## config.mk

```make
export PLATFORM = sky130hd
export DESIGN_NAME = modulo_iter
export DESIGN_NICKNAME = d
export VERILOG_FILES = /design/src/rtl/modulo_iter.sv
export SDC_FILE = /design/constraint.sdc
export NUM_CORES = 1
export LEC_CHECK = 0
export BUFFER_PORTS_ARGS = -buffer_cell sky130_fd_sc_hd__buf_2
export CAP_MARGIN = 30
export CORE_ASPECT_RATIO = 0.8
export CORE_MARGIN = 3
export CORE_UTILIZATION = 35
export CTS_BUF_LIST = sky130_fd_sc_hd__clkbuf_8
export DETAILED_ROUTE_END_ITERATION = 10
export SYNTH_ARGS = -nofsm -noshare
export SYNTH_HDL_FRONTEND = slang
export SYNTH_SLANG_ARGS = --single-unit
```

## constraint.sdc

```tcl
create_clock -name i_clk -period 2.23 [get_ports i_clk]
set_input_delay 0.223 -clock i_clk [delete_from_list [all_inputs] [get_ports i_clk]]
set_output_delay 0.223 -clock i_clk [all_outputs]
set_load 0.05 [all_outputs]
```

## src/rtl/modulo_iter.sv

```systemverilog
// modulo_iter: iterative unsigned divider producing remainder and quotient.
// Restoring division, one dividend bit per clock, MSB first.
//
// Ports:
//   i_clk       clock, rising edge
//   i_rst_n     asynchronous active-low reset
//   i_valid     request carries valid operands
//   o_ready     block can accept a request (IDLE only)
//   i_data      dividend, WIDTH_IN bits, unsigned
//   i_modulo    divisor, WIDTH_MOD bits, unsigned, latched on accept
//   o_valid     result valid (DONE only)
//   i_ready     consumer accepts the result
//   o_data      remainder i_data % i_modulo
//   o_quotient  quotient i_data / i_modulo
//   o_div_zero  accepted divisor was zero (remainder 0, quotient all ones)
module modulo_iter #(
  parameter int WIDTH_IN  = 8,
  parameter int WIDTH_MOD = 4
) (
  input  logic                 i_clk,
  input  logic                 i_rst_n,
  input  logic                 i_valid,
  output logic                 o_ready,
  input  logic [WIDTH_IN-1:0]  i_data,
  input  logic [WIDTH_MOD-1:0] i_modulo,
  output logic                 o_valid,
  input  logic                 i_ready,
  output logic [WIDTH_MOD-1:0] o_data,
  output logic [WIDTH_IN-1:0]  o_quotient,
  output logic                 o_div_zero
);

  localparam int CNT_W = $clog2(WIDTH_IN + 1);

  typedef enum logic [1:0] {
    IDLE,
    CALC,
    DONE
  } state_t;

  state_t state, state_nx;

  // Low during reset and for the cycle until the first edge after release,
  // so o_ready reads 0 under reset even though the state is already IDLE.
  logic                 armed;
  logic [CNT_W-1:0]     cnt;
  // Dividend bits shift out of the top while quotient bits shift in at the
  // bottom; after WIDTH_IN steps the register holds the full quotient.
  logic [WIDTH_IN-1:0]  dvd;
  logic [WIDTH_MOD-1:0] mod_r;
  logic [WIDTH_MOD:0]   rem;

  logic                 accept;
  logic                 last;
  logic [WIDTH_MOD:0]   rem_shift;
  logic                 q_bit;
  logic [WIDTH_MOD:0]   rem_next;
  logic [WIDTH_IN-1:0]  dvd_next;

  assign o_ready = armed && (state == IDLE);
  assign o_valid = (state == DONE);
  assign accept  = i_valid && o_ready;
  assign last    = (cnt == CNT_W'(WIDTH_IN - 1));

  // One restoring step. The remainder before the shift is below the divisor,
  // so the shifted value always fits in WIDTH_MOD+1 bits.
  always_comb begin
    rem_shift = {rem[WIDTH_MOD-1:0], dvd[WIDTH_IN-1]};
    q_bit     = (rem_shift >= {1'b0, mod_r});
    rem_next  = q_bit ? (rem_shift - {1'b0, mod_r}) : rem_shift;
    dvd_next  = (dvd << 1) | WIDTH_IN'(q_bit);
  end

  always_comb begin
    state_nx = state;
    case (state)
      IDLE: if (accept) state_nx = (i_modulo == '0) ? DONE : CALC;
      CALC: if (last) state_nx = DONE;
      DONE: if (i_ready) state_nx = IDLE;
      default: state_nx = IDLE;
    endcase
  end

  always_ff @(posedge i_clk or negedge i_rst_n) begin
    if (!i_rst_n) begin
      state <= IDLE;
      armed <= 1'b0;
    end else begin
      state <= state_nx;
      armed <= 1'b1;
    end
  end

  always_ff @(posedge i_clk or negedge i_rst_n) begin
    if (!i_rst_n) begin
      cnt        <= '0;
      dvd        <= '0;
      mod_r      <= '0;
      rem        <= '0;
      o_data     <= '0;
      o_quotient <= '0;
      o_div_zero <= 1'b0;
    end else begin
      case (state)
        IDLE: begin
          if (accept) begin
            dvd   <= i_data;
            mod_r <= i_modulo;
            rem   <= '0;
            cnt   <= '0;
            if (i_modulo == '0) begin
              o_data     <= '0;
              o_quotient <= '1;
              o_div_zero <= 1'b1;
            end
          end
        end
        CALC: begin
          dvd <= dvd_next;
          rem <= rem_next;
          cnt <= cnt + CNT_W'(1);
          if (last) begin
            o_data     <= rem_next[WIDTH_MOD-1:0];
            o_quotient <= dvd_next;
            o_div_zero <= 1'b0;
          end
        end
        default: ;
      endcase
    end
  end

endmodule
```

== Word level (Yosys, flattened, before mapping) ==
Index checks and enable logic that the tools add are counted.
Storage, ports and cells
  bits in registers: 36
  input bits: 16
  word-level logic and storage cells: 53
Operators by class
  add/sub/neg operators: 2
  $lt $le $gt $ge: 1
  eq/ne operators: 7
  mux-type cells: 24
  bitwise gates (word level): 1
  reduce and logical (&&, ||, !) cells: 9
Operators by type and width (number)
  8-bit 2-to-1 mux: 4
  8-bit one-hot mux with 2 select lines: 2
  4-bit 2-to-1 mux: 6
  4-bit one-hot mux with 2 select lines: 3
  2-bit 2-to-1 mux: 4
  8-bit by 1-bit bitwise OR with 8-bit output: 1
  2-bit one-hot mux with 3 select lines: 1
  5-bit by 4-bit greater-or-equal comparator with 1-bit output: 1
  4-bit by 1-bit adder with 4-bit output (second input constant): 1
  4-bit by 3-bit == test with 1-bit output (second input constant): 1
  4-bit logical NOT: 1
  2-bit by 1-bit != test with 1-bit output (second input constant): 2
  2-bit != test (second input constant): 2
  2-bit AND reduction: 2
  4-bit AND reduction: 1
  4-bit subtractor: 1
  1-bit 2-to-1 mux: 3
  3-bit AND reduction: 1
  2-bit by 1-bit == test with 1-bit output (second input constant): 1
  2-bit == test (second input constant): 1
  1-bit logical AND: 2
  2-bit logical NOT: 1
  1-bit one-hot mux with 2 select lines: 1
  2-bit nonzero test: 1

== Logic depth before layout (Yosys ltp) ==
  depth after elaboration: 5
  gate-level depth with buffers: 7

== Least setup slack after synthesis ==
Ideal clock, no wire load.
  kind: reg-to-reg
  start point: register rem[1]
  end point: register rem[1]
  setup time: 83 ps
  data arrival time: 1904 ps
  setup slack: 243 ps
  stages on the path, launching flop included: 7
  path buffers: 0
  path through: dfrtp_1 -> ha_1 -> a21oi_1 -> o21ai_0 -> a21oi_1 -> mux2_2 -> o22ai_1
On the way
  word-level cells in the longest chain between the ends: 3
RTL lines
  from (decl): RTL line 51  | logic [WIDTH_MOD:0] rem;
  from (signal assigned): RTL line 120  | rem <= rem_next;
  5-bit by 4-bit greater-or-equal comparator with 1-bit output: RTL line 69  | q_bit = (rem_shift >= {1'b0, mod_r});
  4-bit 2-to-1 mux: RTL line 70  | rem_next = q_bit ? (rem_shift - {1'b0, mod_r}) : rem_shift;
  4-bit one-hot mux with 2 select lines: RTL line 104  | case (state)
Every way passes these cells.
A chain may end at the register's enable or synchronous reset.

== Final worst setup path ==
  start point: register rem[1]
  end point: register rem[0]
The elaborated chain is that of the path after synthesis.

==> flow_summary_export.csv <==
group,metric,value,unit
run_status,status,"completed",
setup_path,path_cells,"ha_1 -> a21oi_2 -> o21ai_0 -> a21oi_1 -> buf_4 -> mux2_2 -> o22ai_1",
clocking,post_cts_buffers,0,
synth,yosys.area_share.simple,12.6,%
setup_path,cp_slowest_cell,"dfrtp_1",
synth,synth-seq-cells,36,
timing,setup_viol,0,
place,placed_cell_area,1920,um2
die,coreArea,4410,um2
clocking,tritoncts,"yes",
routing,dr_wl_met2,1690,um
synth,synth_fa_ha_area_share,4.90,%
clocking,numCtsBuffers,5,
grt,grt_max_degree,37,
layout,drive_above_1_share,26.8,%
place,place_congestion,0.777,
power_and_ir_drop,p_leak,0.896,nW
setup_path,startpoint_type,"register",
layout,num-nets-final,220,
clocking,cts.sinks,36,
synth,synth_mux_area_share,6.76,%
die,start_util,38.2,%
routing,antenna_left,0,
clocking,htreeDepth,2,
synth,synth_seq_area_share,53.5,%
place,dp_hpwl,2640,um
layout,fill_cells,433,
place,portBuffers,30,
die,die_area,5690,um2
timing,maxSlewHeadroom,47.8,%
die,std_cell_rows,21,
timing,finalHoldViolCount,0,
min_path,min_path_type,"in2async",
setup_path,cp.required,2.44,ns
timing,whs,0.0144,ns
power_and_ir_drop,clockPowerShare,15.0,%
grt,grt_pass1_wl,5930,um
power_and_ir_drop,vdd_drop_max,0.000747,V
layout,antenna_cells,0,
routing,drt_iter0_drc,90,
timing,fin_crit_sh,90.2,%
setup_path,end_kind,"register",
run,cap_violations,0,
grt,grt_use_total,13.6,%
grt,grt_antenna_before_repair,0,
setup_path,critPathKind,"reg2reg",
timing,fmaxAchievable,497,MHz
synth,async_flop_share,100,%
layout,final_area,2020,um2
setup_path,critPathMaxStageDelay,0.41,ns
clocking,clk_pin_slew_worst_paths,0.07,ns
die,pin_count,31,
timing,fin_setup_tns,0,ns
setup_path,r2r_cells,7,
routing,vias_per_cell,5.06,
clocking,ctsHoldBuffers,0,
timing,min_period,2.01,ns
synth,synth-edff-count,0,
synth,synth_area_leader_cell,"dfrtp_1",
synth,synth_top_cell_area_share,53.5,%
synth,syn_nets,184,
synth,synth_area_per_cell,10.4,um2
synth,yosys_warnings,0,
synth,synthCells,162,
setup_path,crit_fanout,5,
setup_path,crit_cells,7,
clocking,root_buffer,"clkbuf_8",
routing,wl_met3,146,um
power_and_ir_drop,seq_power_share,33.3,%
setup_path,worstPathArrival,2.22,ns
timing,grt_setup_unrepaired,"no",
synth,ys.flop_type,"dfrtp_1",
clocking,clkLatencyLatePin,0.29,ns
die,chipWidth,83.6,um
clocking,clock_path_buffers,2,
routing,route.top_layer_used,"met4",
timing,drv_slew,0,
synth,yosysUniqueCellTypes,37,
setup_path,cp_top_family,"compound AO/OA/AOI/OAI gates",
grt,overflow,0,
synth,synth_compound_area_share,17.7,%
synth,netlist_area,1690,um2
routing,met1_length,1690,um
routing,drc,0,
clocking,cts-resized-gates,0,
power_and_ir_drop,p_per_area,1640,nW/um2
die,die_h,68.1,um
routing,vias,1290,
synth,synth_top_family_by_area,"compound AO/OA/AOI/OAI gates",
routing,routed_wl,3580,um
synth,synth_xor_area_share,0.520,%
layout,area_delta_synth_final,19.7,%
timing,tightest_slew,0.783,ns
power_and_ir_drop,intPower,1.84,mW
timing,clock_skew,0.00849,ns
setup_path,cp_num_buf_inv,1,
power_and_ir_drop,p_comb_share,51.7,%
routing,dr.pass1.iters,4,
power_and_ir_drop,switchingPower,1.47,mW
routing,post_drt_wl_per_cell,14.0,um
power_and_ir_drop,swShare,44.3,%
grt,grt_pass1_vias,1252,
synth,synth.area.top_cells,"dfrtp_1, o21ai_0, nand2_1",
## path summary, 6_finish.rpt
kind	from	endpoint	slack, ns
worst max-delay path	rem[1]	rem[0]	0.22
worst min-delay path	i_rst_n	o_data[0]	0.01
worst max register to register	rem[1]	rem[0]	0.22
worst min register to register	o_data[1]	o_data[1]	0.48
max in group asynchronous	i_rst_n	cnt[0]	1.72
min in group i_clk	i_ready	state[1]	0.12
## power groups by stage
stage | sequential, mW | combinational, mW | clock [mW]
after floorplan | 1.33 | 1.04 | 0
after global placement | 1.10 | 1.65 | 0
after detailed placement | 1.11 | 1.71 | 0
after CTS | 1.10 | 1.72 | 0.512
after global routing | 1.14 | 1.90 | 0.547
final | 1.10 | 1.71 | 0.496
## layout by cell type, fill, tap and decap left out, types with 4 or more instances in the layout
cell | Yosys | layout
nor2_1 | 6 | 6
buf_4 | 1 | 6
inv_1 | 7 | 7
nand2_1 | 24 | 24
clkbuf_8 | 0 | 7
dfrtp_1 | 36 | 36
o21ai_1 | 4 | 4
ha_1 | 5 | 5
buf_2 | 1 | 30
a21oi_1 | 5 | 4
o21ai_0 | 19 | 19
o22a_1 | 7 | 7
mux2i_1 | 8 | 8
## cell families (layout without fill, tap and decap cells)
family	Yosys count	count (layout)
adders and majority gates	6	6
AOI/OAI and AO/OA	48	48
DFF	36	36
muxes	11	11
and+or+nand+nor	45	45
buffers and inverters	14	50
xor gates and xnor gates	1	1
other	1	1
## synthesized netlist by cell type (2+ instances only)
master	count
a21oi_1	5
a31oi_1	3
clkbuf_1	4
dfrtp_1	36
ha_1	5
inv_1	7
mux2_2	3
mux2i_1	8
nand2_1	24
nand2b_1	3
nor2_1	6
nor2b_1	3
o21a_1	2
o21ai_0	19
o21ai_1	4
o22a_1	7
o22ai_1	3
## sequential cells by signal (all words and copies together) (netlist names)
signal	count
dvd	8
o_quotient	8
cnt	4
mod_r	4
o_data	4
rem	4
state	2
armed	1
o_div_zero	1
## per-stage QoR
| stage | worst slack (ns) | cells | total power, mW | utilization, % |
|---|---|---|---|---|
| after floorplan | 0.243 | 162 | 2.38 | - |
| after global placement | 0.262 | 248 | 2.75 | 43.5 |
| after detailed placement | 0.187 | 248 | 2.83 | 43.5 |
| after CTS | 0.164 | 255 | 3.33 | 45.6 |
| after global routing | 0.0557 | 255 | 3.58 | 45.7 |
| final | 0.218 | 255 | 3.31 | 45.7 |
## area by class of cell
| type | instances | area (um2) | area share, % |
|---|---|---|---|
| Sequential cell | 36 | 901 | 44.6 |
| Multi-Input combinational cell | 112 | 728 | 36.1 |
| Timing Repair Buffer | 36 | 195 | 9.67 |
| Clock buffer | 7 | 96.3 | 4.77 |
| Tap cell | 57 | 71.3 | 3.53 |
| Inverter | 7 | 26.3 | 1.30 |
## worst reg2reg max path: stages, from the launching register on
cell and delay, ns:
dfrtp_1 0.41, ha_1 0.33, a21oi_2 0.19, o21ai_0 0.17, a21oi_1 0.18, buf_4 0.16
mux2_2 0.35, o22ai_1 0.15
## routing by layer
| metal | vias up | GRT usage (%) |
|---|---|---|
| met5 | - | 0 |
| met3 | 5 | 4.33 |
| met4 | 0 | 5.02 |
| met1 | 625 | 17.3 |
| met2 | 27 | 22.0 |
| li1 | 633 | - |
Note: power is estimated with default switching activity, not from simulation.
